### config.mk
export PLATFORM = sky130hd
export DESIGN_NAME = hazard_scoreboard_flat
export DESIGN_NICKNAME = d
export VERILOG_FILES = /design/src/rtl/hazard_scoreboard_if.sv /design/src/rtl/hazard_scoreboard.sv /design/src/flat_wrapper.sv
export SDC_FILE = /design/constraint.sdc
export NUM_CORES = 1
export LEC_CHECK = 0
export ABC_AREA = 1
export ABC_CLOCK_PERIOD_IN_PS = 3400
export CAP_MARGIN = 10
export CORE_ASPECT_RATIO = 1.1
export CORE_MARGIN = 8
export CORE_UTILIZATION = 31
export DETAILED_ROUTE_END_ITERATION = 16
export GPL_TIMING_DRIVEN = 0
export PLACE_DENSITY_LB_ADDON = 0.08
export SYNTH_ARGS = -nofsm -noshare
export SYNTH_HDL_FRONTEND = slang
export SYNTH_SLANG_ARGS = --single-unit
### constraint.sdc
create_clock -name clk_i -period 3.4 [get_ports clk_i]
set_clock_uncertainty 0.05 [all_clocks]
set_input_delay 0.68 -clock clk_i [delete_from_list [all_inputs] [get_ports clk_i]]
set_output_delay 0.68 -clock clk_i [all_outputs]
set_load 0.03 [all_outputs]
### src/rtl/hazard_scoreboard_if.sv
// Hazard scoreboard bundle: ID-side request, memory/branch status
// and the stall, bubble, freeze and shadow-slot outputs.
interface hazard_scoreboard_if #(
  parameter int NREGS = 8,
  parameter int AW    = 3,
  parameter int CW    = 16
);
  logic          id_valid;
  logic [AW-1:0] id_rs1;
  logic [AW-1:0] id_rs2;
  logic          id_uses_rs1;
  logic          id_uses_rs2;
  logic [AW-1:0] id_rd;
  logic          id_regwrite;
  logic          id_is_load;
  logic          mem_ready;
  logic          branch_taken;

  logic             stall_if_id;
  logic             bubble_ex;
  logic             freeze_all;
  logic [NREGS-1:0] busy_mask;
  logic [AW-1:0]    ex_rd;
  logic             ex_regwrite;
  logic             ex_is_load;
  logic [CW-1:0]    hazard_count;
  logic             stall_timeout;

  modport master (
    output id_valid, id_rs1, id_rs2,
    output id_uses_rs1, id_uses_rs2,
    output id_rd, id_regwrite, id_is_load,
    output mem_ready, branch_taken,
    input  stall_if_id, bubble_ex, freeze_all,
    input  busy_mask, ex_rd, ex_regwrite,
    input  ex_is_load, hazard_count, stall_timeout
  );

  modport slave (
    input  id_valid, id_rs1, id_rs2,
    input  id_uses_rs1, id_uses_rs2,
    input  id_rd, id_regwrite, id_is_load,
    input  mem_ready, branch_taken,
    output stall_if_id, bubble_ex, freeze_all,
    output busy_mask, ex_rd, ex_regwrite,
    output ex_is_load, hazard_count, stall_timeout
  );
endinterface

### src/rtl/hazard_scoreboard.sv
// Shadow EX/MEM/WB write tracking, load-use / memory-wait / branch
// hazard arbitration, busy-register mask and stall statistics.
module hazard_scoreboard #(
  parameter int NREGS   = 8,
  parameter int AW      = 3,
  parameter int TIMEOUT = 16,
  parameter int CW      = 16
) (
  input  logic clk_i,
  input  logic rst_ni,
  hazard_scoreboard_if.slave bus
);

  localparam int WW = $clog2(TIMEOUT + 1);

  typedef struct packed {
    logic          valid;
    logic [AW-1:0] rd;
    logic          regwrite;
    logic          is_load;
  } slot_t;

  slot_t ex_q, ex_d;
  slot_t mem_q, mem_d;
  slot_t wb_q, wb_d;

  logic [WW-1:0] wait_q, wait_d;
  logic [CW-1:0] hc_q, hc_d;
  logic          to_q, to_d;

  logic lu, take_lu;
  logic stall, bubble, freeze;
  logic mr, br;
  logic [NREGS-1:0] busy;

  assign mr = bus.mem_ready;
  assign br = bus.branch_taken;

  assign lu = bus.id_valid & ex_q.valid & ex_q.is_load
            & ex_q.regwrite & (ex_q.rd != '0)
            & ((bus.id_uses_rs1 & (bus.id_rs1 == ex_q.rd))
             | (bus.id_uses_rs2 & (bus.id_rs2 == ex_q.rd)));

  always_comb begin
    stall   = 1'b0;
    bubble  = 1'b0;
    freeze  = 1'b0;
    take_lu = 1'b0;
    ex_d    = ex_q;
    mem_d   = mem_q;
    wb_d    = wb_q;
    unique case (1'b1)
      !mr: begin
        freeze = 1'b1;
        stall  = 1'b1;
      end
      mr & br: begin
        bubble = 1'b1;
        ex_d   = '0;
      end
      mr & !br & lu: begin
        stall   = 1'b1;
        bubble  = 1'b1;
        take_lu = 1'b1;
        ex_d    = '0;
      end
      default: begin
        ex_d = '{valid:    bus.id_valid,
                 rd:       bus.id_rd,
                 regwrite: bus.id_regwrite,
                 is_load:  bus.id_is_load};
      end
    endcase
    if (mr) begin
      mem_d = ex_q;
      wb_d  = mem_q;
    end
  end

  always_comb begin
    wait_d = wait_q;
    if (mr)
      wait_d = '0;
    else if (wait_q != WW'(TIMEOUT))
      wait_d = wait_q + 1'b1;
    to_d = to_q | (wait_d == WW'(TIMEOUT));
    hc_d = hc_q;
    if (take_lu && hc_q != '1)
      hc_d = hc_q + 1'b1;
  end

  always_ff @(posedge clk_i or negedge rst_ni) begin
    if (!rst_ni) begin
      ex_q   <= '0;
      mem_q  <= '0;
      wb_q   <= '0;
      wait_q <= '0;
      hc_q   <= '0;
      to_q   <= 1'b0;
    end else begin
      ex_q   <= ex_d;
      mem_q  <= mem_d;
      wb_q   <= wb_d;
      wait_q <= wait_d;
      hc_q   <= hc_d;
      to_q   <= to_d;
    end
  end

  function automatic logic hit(slot_t s, int i);
    return s.valid & s.regwrite & (s.rd == AW'(i));
  endfunction

  always_comb begin
    busy = '0;
    for (int i = 1; i < NREGS; i++)
      busy[i] = hit(ex_q, i) | hit(mem_q, i) | hit(wb_q, i);
  end

  // Reset silences the hazard strobes even while mem_ready is low.
  assign bus.stall_if_id   = stall & rst_ni;
  assign bus.bubble_ex     = bubble & rst_ni;
  assign bus.freeze_all    = freeze & rst_ni;
  assign bus.busy_mask     = busy;
  assign bus.ex_rd         = ex_q.rd;
  assign bus.ex_regwrite   = ex_q.valid & ex_q.regwrite;
  assign bus.ex_is_load    = ex_q.is_load;
  assign bus.hazard_count  = hc_q;
  assign bus.stall_timeout = to_q;

endmodule

### src/flat_wrapper.sv
// flat-port wrapper written by rule: the top's interface ports become plain ports
module hazard_scoreboard_flat 
#(
  parameter int NREGS   = 8,
  parameter int AW      = 3,
  parameter int TIMEOUT = 16,
  parameter int CW      = 16
)
  (clk_i, rst_ni, bus_id_valid, bus_id_rs1, bus_id_rs2, bus_id_uses_rs1, bus_id_uses_rs2, bus_id_rd, bus_id_regwrite, bus_id_is_load, bus_mem_ready, bus_branch_taken, bus_stall_if_id, bus_bubble_ex, bus_freeze_all, bus_busy_mask, bus_ex_rd, bus_ex_regwrite, bus_ex_is_load, bus_hazard_count, bus_stall_timeout);
  hazard_scoreboard_if #(.NREGS(NREGS), .AW(AW), .CW(CW)) bus_i ();
  input  logic clk_i;
  input  logic rst_ni;
  input wire logic [$bits(bus_i.id_valid)-1:0] bus_id_valid;
  input wire logic [$bits(bus_i.id_rs1)-1:0] bus_id_rs1;
  input wire logic [$bits(bus_i.id_rs2)-1:0] bus_id_rs2;
  input wire logic [$bits(bus_i.id_uses_rs1)-1:0] bus_id_uses_rs1;
  input wire logic [$bits(bus_i.id_uses_rs2)-1:0] bus_id_uses_rs2;
  input wire logic [$bits(bus_i.id_rd)-1:0] bus_id_rd;
  input wire logic [$bits(bus_i.id_regwrite)-1:0] bus_id_regwrite;
  input wire logic [$bits(bus_i.id_is_load)-1:0] bus_id_is_load;
  input wire logic [$bits(bus_i.mem_ready)-1:0] bus_mem_ready;
  input wire logic [$bits(bus_i.branch_taken)-1:0] bus_branch_taken;
  output wire logic [$bits(bus_i.stall_if_id)-1:0] bus_stall_if_id;
  output wire logic [$bits(bus_i.bubble_ex)-1:0] bus_bubble_ex;
  output wire logic [$bits(bus_i.freeze_all)-1:0] bus_freeze_all;
  output wire logic [$bits(bus_i.busy_mask)-1:0] bus_busy_mask;
  output wire logic [$bits(bus_i.ex_rd)-1:0] bus_ex_rd;
  output wire logic [$bits(bus_i.ex_regwrite)-1:0] bus_ex_regwrite;
  output wire logic [$bits(bus_i.ex_is_load)-1:0] bus_ex_is_load;
  output wire logic [$bits(bus_i.hazard_count)-1:0] bus_hazard_count;
  output wire logic [$bits(bus_i.stall_timeout)-1:0] bus_stall_timeout;
  assign bus_i.id_valid = bus_id_valid;
  assign bus_i.id_rs1 = bus_id_rs1;
  assign bus_i.id_rs2 = bus_id_rs2;
  assign bus_i.id_uses_rs1 = bus_id_uses_rs1;
  assign bus_i.id_uses_rs2 = bus_id_uses_rs2;
  assign bus_i.id_rd = bus_id_rd;
  assign bus_i.id_regwrite = bus_id_regwrite;
  assign bus_i.id_is_load = bus_id_is_load;
  assign bus_i.mem_ready = bus_mem_ready;
  assign bus_i.branch_taken = bus_branch_taken;
  assign bus_stall_if_id = bus_i.stall_if_id;
  assign bus_bubble_ex = bus_i.bubble_ex;
  assign bus_freeze_all = bus_i.freeze_all;
  assign bus_busy_mask = bus_i.busy_mask;
  assign bus_ex_rd = bus_i.ex_rd;
  assign bus_ex_regwrite = bus_i.ex_regwrite;
  assign bus_ex_is_load = bus_i.ex_is_load;
  assign bus_hazard_count = bus_i.hazard_count;
  assign bus_stall_timeout = bus_i.stall_timeout;
  hazard_scoreboard #(.NREGS(NREGS), .AW(AW), .TIMEOUT(TIMEOUT), .CW(CW)) u_core (.clk_i(clk_i), .rst_ni(rst_ni), .bus(bus_i));
endmodule
Word-level counts from Yosys, hierarchy flattened. Cells that the tools add are included.

Bits in registers: 38. Logic and storage cells: 107. Output and inout bits: 33.

$add $sub $neg: 2. Mux-type cells: 7. Reductions and logical operators: 6. Bitwise logic cells: 53. Equal/unequal tests: 26.

Operators with widths (number): 1-bit AND (37); 3-bit == test (second input constant) (12); 3-bit by 2-bit == test with 1-bit output (second input constant) (6); 16-bit by 1-bit adder with 16-bit output (second input constant) (1); 16-bit inequality test (second input constant) (1); 1-bit OR (16); 6-bit case mux with 2 select lines (1); 5-bit 2-to-1 mux (2); 3-bit by 1-bit == test with 1-bit output (second input constant) (3); 3-bit == test (2); 5-bit by 1-bit adder with 5-bit output (second input constant) (1); 5-bit == test (second input constant) (1); 5-bit inequality test (second input constant) (1); 1-bit 2-to-1 mux (4); 2-bit OR reduction (2); 3-bit nonzero test (1); 1-bit logical NOT (2); 1-bit logical AND (1).

Depth between registers and ports, before layout. Gate-level depths: netlist (run 1).

Depth after elaboration: 9. Mapped depth: 11. Gate-level depth less buffers: 10.

Least setup slack after synthesis (run 1). No wires, ideal clock.

Kind: reg-to-output. Start point: reg u_core.ex_q (netlist bit u_core.bus.ex_rd[1]). End point: out bus_busy_mask[4]. Cell stages (with the launch flop): 4. Data required time: 2670 ps. Path slack: 932 ps. Arrival: 1738 ps. Cell sequence: dfrtp_1 inv_2 nand2_1 o311ai_0.

Longest elaborated chain between the ends: 4.

RTL lines: start, declared (line hazard_scoreboard.sv:23) `slot_t ex_q, ex_d;`; start signal, assigned (line hazard_scoreboard.sv:94) `ex_q <= '0;`; start signal, assigned (line hazard_scoreboard.sv:101) `ex_q <= ex_d;`; 3-bit == test (line hazard_scoreboard.sv:111) `return s.valid & s.regwrite & (s.rd == AW'(i));`; 1-bit AND (line hazard_scoreboard.sv:111); 1-bit OR (2 in series) (line hazard_scoreboard.sv:117) `busy[i] = hit(ex_q, i) | hit(mem_q, i) | hit(wb_q, i);`; end, declared (line flat_wrapper.sv:26) `output wire logic [$bits(bus_i.busy_mask)-1:0] bus_busy_mask;`.

Every way passes these cells.

Final worst setup path (run 1).
Start point: in bus_mem_ready. End point: out bus_freeze_all.

Longest elaborated chain between the ends: 2.

RTL lines: start, declared (line flat_wrapper.sv:21) `input wire logic [$bits(bus_i.mem_ready)-1:0] bus_mem_ready;`; 1-bit 2-to-1 mux (line hazard_scoreboard.sv:52) `unique case (1'b1)`; 1-bit AND (line hazard_scoreboard.sv:123) `assign bus.freeze_all = freeze & rst_ni;`; end, declared (line flat_wrapper.sv:25) `output wire logic [$bits(bus_i.freeze_all)-1:0] bus_freeze_all;`.

Every way passes these cells.

==> results of run 1 <==
## synthesized netlist by cell type, types with 2 or more instances
cell type  count  area, sq um
a21oi_1        2         10.0
buf_4          5         37.5
clkbuf_1       3         11.3
dfrtp_1       38          951
ha_1           3         37.5
inv_1         35          131
inv_2          3         11.3
nand2_1      128          480
nand2_2        2         12.5
nand3_1       22          110
nand4_1        5         31.3
nor2_1        41          154
o21ai_0       12         60.1
o22ai_1        6         37.5
xnor2_1       10         87.6
xor2_1         7         61.3
## path summary, 6_finish.rpt
check / from / end / cells past startpoint
setup / recovery: bus_mem_ready / bus_freeze_all / 5
hold / removal: rst_ni / u_core.bus.stall_timeout$_DFF_PN0_ / 1
setup reg to reg: u_core.bus.hazard_count[0]$_DFFE_PN0P_ / u_core.bus.hazard_count[4]$_DFFE_PN0P_ / 8
hold reg to reg: u_core.bus.stall_timeout$_DFF_PN0_ / u_core.bus.stall_timeout$_DFF_PN0_ / 1
max in group asynchronous: rst_ni / u_core.mem_q[5]$_DFFE_PN0P_ / 2
min in group clk_i: u_core.bus.stall_timeout$_DFF_PN0_ / u_core.bus.stall_timeout$_DFF_PN0_ / 1
## state kept, by name (all words and copies together) (netlist names)
name / count
u_core.bus.stall_timeout: 1
u_core.bus.ex_is_load: 1
u_core.bus.hazard_count: 16
u_core.wait_q: 5
u_core.ex_q: 2
u_core.bus.ex_rd: 3
u_core.mem_q: 5
u_core.wb_q: 5
## through the flow
step | setup TNS (ns) | utilization [%] | power, W
2_1_floorplan | 0 | - | 0.000608
3_3_place_gp | -3.14 | 39.5 | 0.000685
3_5_place_dp | -0.302 | 39.7 | 0.000689
4_1_cts | 0 | 41.2 | 0.00108
5_1_grt | 0 | 41.2 | 0.00112
6_report | 0 | 41.2 | 0.00106
## what timing repair did
| action | 4_1_cts | 5_1_grt |
|---|---|---|
| endpoints found under the hold margin | 0 | 0 |
| endpoints found under the setup margin | 3 | 1 |
| resized for setup | 3 | 2 |
## report_power, final
| part | total (W) | internal (W) | switching (W) |
|---|---|---|---|
| clock network | 0.000383 | 0.000219 | 0.000164 |
| registers | 0.000502 | 0.000476 | 0.0000258 |
| logic | 0.000174 | 0.0000709 | 0.000104 |
## placed cells by master, fill, tap and decap left out, types with 2 or more instances in the layout
cell type,n
dfrtp_1,38
buf_4,5
xnor2_1,10
buf_2,2
clkbuf_8,5
ha_1,3
nand2_2,2
o21ai_0,12
nor2_1,41
nand3_1,22
inv_2,3
nand2_1,128
dlygate4sd2_1,2
xor2_1,7
o22ai_1,6
inv_1,35
a21oi_1,2
nand4_1,5
clkdlybuf4s50_1,46
clkbuf_1,3
## critical path, cell delays in order
cell	delay, ns
clkdlybuf4s50_1	0.49
clkbuf_2	0.24
buf_2	0.23
nor2_1	0.17
clkdlybuf4s50_1	0.69
## final cells by class
| type | instances | area, sq um |
|---|---|---|
| sequential | 38 | 951 |
| timing repair buffer | 50 | 503 |
| clock buffer | 6 | 72.6 |
| fill | 797 | 4320 |
| buffer | 10 | 66.3 |
| tap | 87 | 109 |
| inverter | 38 | 143 |
| multi-input combinational | 246 | 1150 |
| clock inverter | 2 | 37.5 |
## kinds of logic after synthesis
group           after synthesis  share of synthesized area [%]
other cells                   1                          0.163
simple gates                203                           36.1
buf+inv                      48                           8.96
flops                        38                           41.3
compound gates               22                           5.38
xor+xnor                     17                           6.46
fa+ha+maj                     3                           1.63
## layer usage
layer | GRT usage, % | vias up | share of wire (%)
met5 | 0 | - | 0
met4 | 4.06 | 0 | 1.6
met1 | 14.5 | 1007 | 45
li1 | - | 1135 | -
met3 | 2.61 | 11 | 2.9
met2 | 22.4 | 26 | 50
==> impl_summary.md, run 1 <==
Outcome
The run finished with clean final reports.

Clocking
The hold buffer count at CTS is 0. Counting along the longest clock path gives a buffer depth of 2. After clock tree synthesis, the clock-pin slew on the worst setup and hold paths is around 0.080 ns. The number of buffers created by CTS is 5. The H-tree depth is 2. The cell sitting at the root of the clock tree is a clkbuf_8.

The clock latency at the later pin of the worst-skew pair is 0.29 ns. TritonCTS built the clock tree. The number of clock sinks is 38.

Buffers added to address setup during post-CTS repair amount to 0.

Timing
The final cycle utilization of the critical path is 95.5%. For this run, the top clock speed supported by timing is between 300 and 400 MHz. The shortest period the worst path allows is about 3.2 ns. The tightest hold path in the finished design has a slack of approximately 0.26 ns.

The final worst-path setup slack is 0.154 ns. Setup repair after global routing left no endpoint under its margin. The hold violation count in the final report is 0. The number of max-slew violations in the final report is 0. Setup violations remaining at the end of the flow were counted as 0.

Routing
For this block, the via count after detailed routing is 2179. The total wire length after detailed routing is 6.21 mm. After detailed routing, the number of vias per cell comes to 4.57. The number of DRC markers after the initial detailed-route iteration is 63. The remaining antenna violation count is 0. The first detailed-routing pass ran for 4 iterations. In the routed design, unresolved DRC markers number 0. The routed wire length per instance is 13.0 microns.

Layout
The repair_antennas step left the layout with diodes totalling 0. The layout overhead on the synthesized area is 31.5%. Excluding fillers, the count of instances in the completed layout stands at 477. The ratio of cells with drive above 1 in the final layout is 6.41%.

The final standard cell area without fillers is 3030 sq um. The net count of the finished layout is 410.

Run
The count of maximum capacitance violations is 0.

Synthesis
After synthesis, the share of flip-flops with an asynchronous set or reset is 100%. The sequential share of the synthesized area is 41.3%. The number of distinct library cell variants in the gate-level netlist after synthesis is 26. The count of warnings emitted by yosys is 0. The number of flops mapped to enable cells by yosys is 0.

The post-synthesis cell count is 332. When the netlist entered floorplanning its net count stood at 353. The most instantiated flip-flop cell in the synthesis netlist is dfrtp_1. After synthesis, the mean cell area works out to slightly below 7 sq um.

The mapped netlist covers between 2000 and 2500 sq um. The count of state elements after synthesis is 38.

Min path
The type of the worst min-delay path is input pin to async pin.

Setup path
Data on the critical path is required at its endpoint by 2.67 ns. STA classifies the critical path endpoint as an output port. The category of the critical setup timing path is input pin to output port. The worst setup path is launched from an input pin. Across all register-to-register paths, the minimum setup slack is around 1.6 ns. Data arrives at the worst endpoint at roughly 2.5 ns. The top fanout value on the critical path is 10.

Place
The placer congestion estimate is 0.828. Before CTS, the worst setup slack after placement is -0.146 ns. The port buffer count is 49. The HPWL after detailed placement is 4.94 mm. The placed standard-cell area is 2920 sq um.

In this run, placement finished with an instance count of 469.

Die
The placement row count is 33. From left edge to right edge, the die measures 98.2 microns. The die covers between 10000 and 15000 sq um. The core region is 7350 sq um.

Measured along the y axis, the die boundary spans about 110 microns. slightly above 50 I/O pins were placed. The initial utilization of the core area, before any placement, comes to 31.3%.

Global routing
After global routing the overflow that remains totals 0. The pin count of the biggest net entering global routing is 25. Global routing used 12.5% of the available tracks. The initial antenna violation count is 0.

The first global-routing pass estimated 10.7 mm of wire. The via count of the first global-routing pass is between 2000 and 2500.

Power
Dividing total power by cell area gives a power density of between 300 and 400 nW/um^2. The leakage dissipation is 1.49 nW. The peak supply drop is 0.000171 V.
(Power assumes the default switching activity.)
==> inputs of run 2 (changes only) <==
Settings changed: CTS_BUF_LIST set to sky130_fd_sc_hd__clkbuf_16, TNS_END_PERCENT set to 100.
==> impl_summary.md, run 2 (synthesized netlist as in run 1, its figures left out) <==
Timing
The shortest period the worst path allows was 3.23 ns (was 3.25 ns). The hold violation count in the final report is 0 (unchanged). The number of max-slew violations in the final report is 0 (unchanged).

The worst hold slack across all endpoints is 0.273 ns (was 0.258 ns). The achievable frequency is 309 MHz (was 308 MHz). The accumulated negative setup slack is 0 ns (unchanged). The final cycle utilization of the critical path came to 95.1% (was 95.5%). The final-report setup violation count is 0 (unchanged). Unrepaired setup endpoints after global routing: false (unchanged).

Place
The placed standard-cell area was 2920 sq um (unchanged). The port buffer count is 49 (unchanged). The post-placement cell count is 469 (unchanged). The detailed-placement wirelength estimate was 4.94 mm (unchanged).

The placer congestion estimate is 0.828 (unchanged).

Clocking
The number of buffers created by CTS is 5 (unchanged). The number of clock sinks came to 38 (unchanged). The CTS tree is built (unchanged). The clock-pin slew on the worst setup and hold paths was 0.06 ns (was 0.08 ns). The H-tree depth is 2 (unchanged). The CTS root buffer is clkbuf_16 (was clkbuf_8). The hold buffer count at CTS came to 0 (unchanged).

The clock latency at the later pin of the worst-skew pair came to 0.28 ns (was 0.29 ns). The number of buffers between clock root and the deepest sink is 2 (unchanged).

Routing
The number of remaining DRC errors is 0 (unchanged). The routed wire length per instance is 13.0 microns (about the same). The first-pass iteration count of the detailed router is 4 (unchanged). The total wire length after detailed routing is 6.22 mm (was 6.21 mm). The remaining antenna violation count was 0 (unchanged). The via count came to 2169 (was 2179). The via count normalized by instance count is 4.55 (was 4.57). The number of DRC markers after the initial detailed-route iteration was 49 (was 63).

Die
The horizontal extent of the die was 98.2 microns (unchanged). The die boundary height is 106 microns (unchanged). The total core area is 7350 sq um (unchanged). The I/O pin count is 51 (unchanged). The total die area came to 10400 sq um (unchanged). The placement row count is 33 (unchanged). The starting density of the core is 31.3% (unchanged).

Global routing
The met2 track demand over resource in global routing came to 22.5% (was 22.4%). The pin count of the biggest net entering global routing is 25 (unchanged). The via count of the first global-routing pass came to 2230 (was 2229). The aggregate global-route resource usage was 12.6% (was 12.5%). The met3 layer usage reported by global route is 2.61% (unchanged).

The global-route wire length before repair came to 10.7 mm (about the same). The met1 routing resource usage after global routing is 14.5% (unchanged). The initial antenna violation count is 0 (unchanged).

The aggregate global routing overflow came to 0 (unchanged). The busiest layer in global routing is met2 (unchanged).

Run
The count of maximum capacitance violations is 0 (unchanged).

Layout
The most common library cell in the layout ignoring fill and taps is nand2_1 (unchanged). The layout overhead on the synthesized area is 33.9% (was 31.5%). The storage element area is 951 sq um (unchanged).

The net count of the finished layout is 410 (unchanged). The area used by multi-input combinational logic came to 1150 sq um (unchanged). The filler cell count was 797 (unchanged). Commonest cells after routing, fill and taps aside: nand2_1, clkdlybuf4s50_1, nor2_1, dfrtp_1, inv_1 (unchanged). The ratio of cells with drive above 1 in the final layout is 6.41% (unchanged).

The final standard cell area without fillers came to 3080 sq um (was 3030 sq um). The diode insertion count for antenna repair is 0 (unchanged). The number of flip-flops under the largest register name is 16 (unchanged). The non-filler instance count after layout is 477 (unchanged).

Setup path
The critical path data required time is 2.67 ns (about the same). The type of element capturing the critical path is an output port (unchanged). The start point of the critical path is bus_mem_ready (unchanged). The slack of the worst reg-to-reg path is 1.57 ns (was 1.56 ns). The top fanout value on the critical path is 10 (unchanged).

The launching element type of the critical path is an input pin (unchanged). The category of the critical setup timing path is input pin to output port (unchanged). The critical register-to-register path startpoint was u_core.bus.hazard_count[0]$_DFFE_PN0P_ (unchanged). The end of the worst register-to-register path is u_core.bus.hazard_count[4]$_DFFE_PN0P_ (unchanged). The arrival time of the worst setup path is 2.50 ns (was 2.52 ns).

The depth of the most critical reg-to-reg path is 8 (unchanged).

Outcome
Result of the run: complete, no violations (unchanged).

Min path
The type of the worst min-delay path is input pin to async pin (unchanged).

Power
The power density relative to cell area is 390 nW/um^2 (was 350 nW/um^2). The leakage dissipation is 1.52 nW (was 1.49 nW). The peak supply drop is 0.000171 V (about the same).
run 2: cell types whose count changed in the layout (fill, tap and decap cells not counted), sizes merged:
| cell | delta |
|---|---|
| clkbuf | -1 |
| inv | +1 |
run 2: final cells by class:
class | instances | share of cell area (%)
buffer | 10 | 2.15
clock buffer | 5 | 4.06
clock inverter | 3 | 1.34
inverter | 38 | 4.62
multi-input combinational | 246 | 37.2
sequential | 38 | 30.8
tap | 87 | 3.53
timing repair buffer | 50 | 16.3
run 2: how the worst max path moves through the flow:
stage	endpoint	slack [ns]
2_1_floorplan	bus_busy_mask[4]	0.93
3_3_place_gp	bus_freeze_all	-1.05
3_5_place_dp	bus_freeze_all	-0.15
4_1_cts	bus_freeze_all	0.03
5_1_grt	bus_stall_if_id	0.06
6_report	bus_freeze_all	0.17
run 2: repair_timing:
item / in CTS / in global routing
buffers inserted: 0 / 0
endpoints found under the setup margin: 3 / 1
gates resized for setup: 3 / 2
run 2: where the power goes:
part	switching (W)	leakage [nW]	internal (W)	total, W
Clock	0.000181	0.0812	0.000343	0.000524
Combinational	0.000103	0.931	0.0000709	0.000174
Sequential	0.0000257	0.508	0.000477	0.000503
Total	0.000310	1.52	0.000891	0.00120
run 2: per-layer routing:
metal	wire length (microns)	part of all wire, %
met1	2790	45
met2	3140	51
met3	209	3.4
met4	78	1.3
met5	0	0
run 2: through the flow:
step	worst slack, ns	util, %	power, W
global placement	-1.05	39.5	0.000685
finish	0.166	42.0	0.00120
detailed placement	-0.146	39.7	0.000689
CTS	0.0338	41.9	0.00122
global route	0.0615	42.0	0.00127
floorplan	0.932	-	0.000608
run 2: worst max-delay path: stages:
cell	delay, ns
clkdlybuf4s50_1	0.49
clkbuf_2	0.24
buf_2	0.23
nor2_1	0.17
clkdlybuf4s50_1	0.70
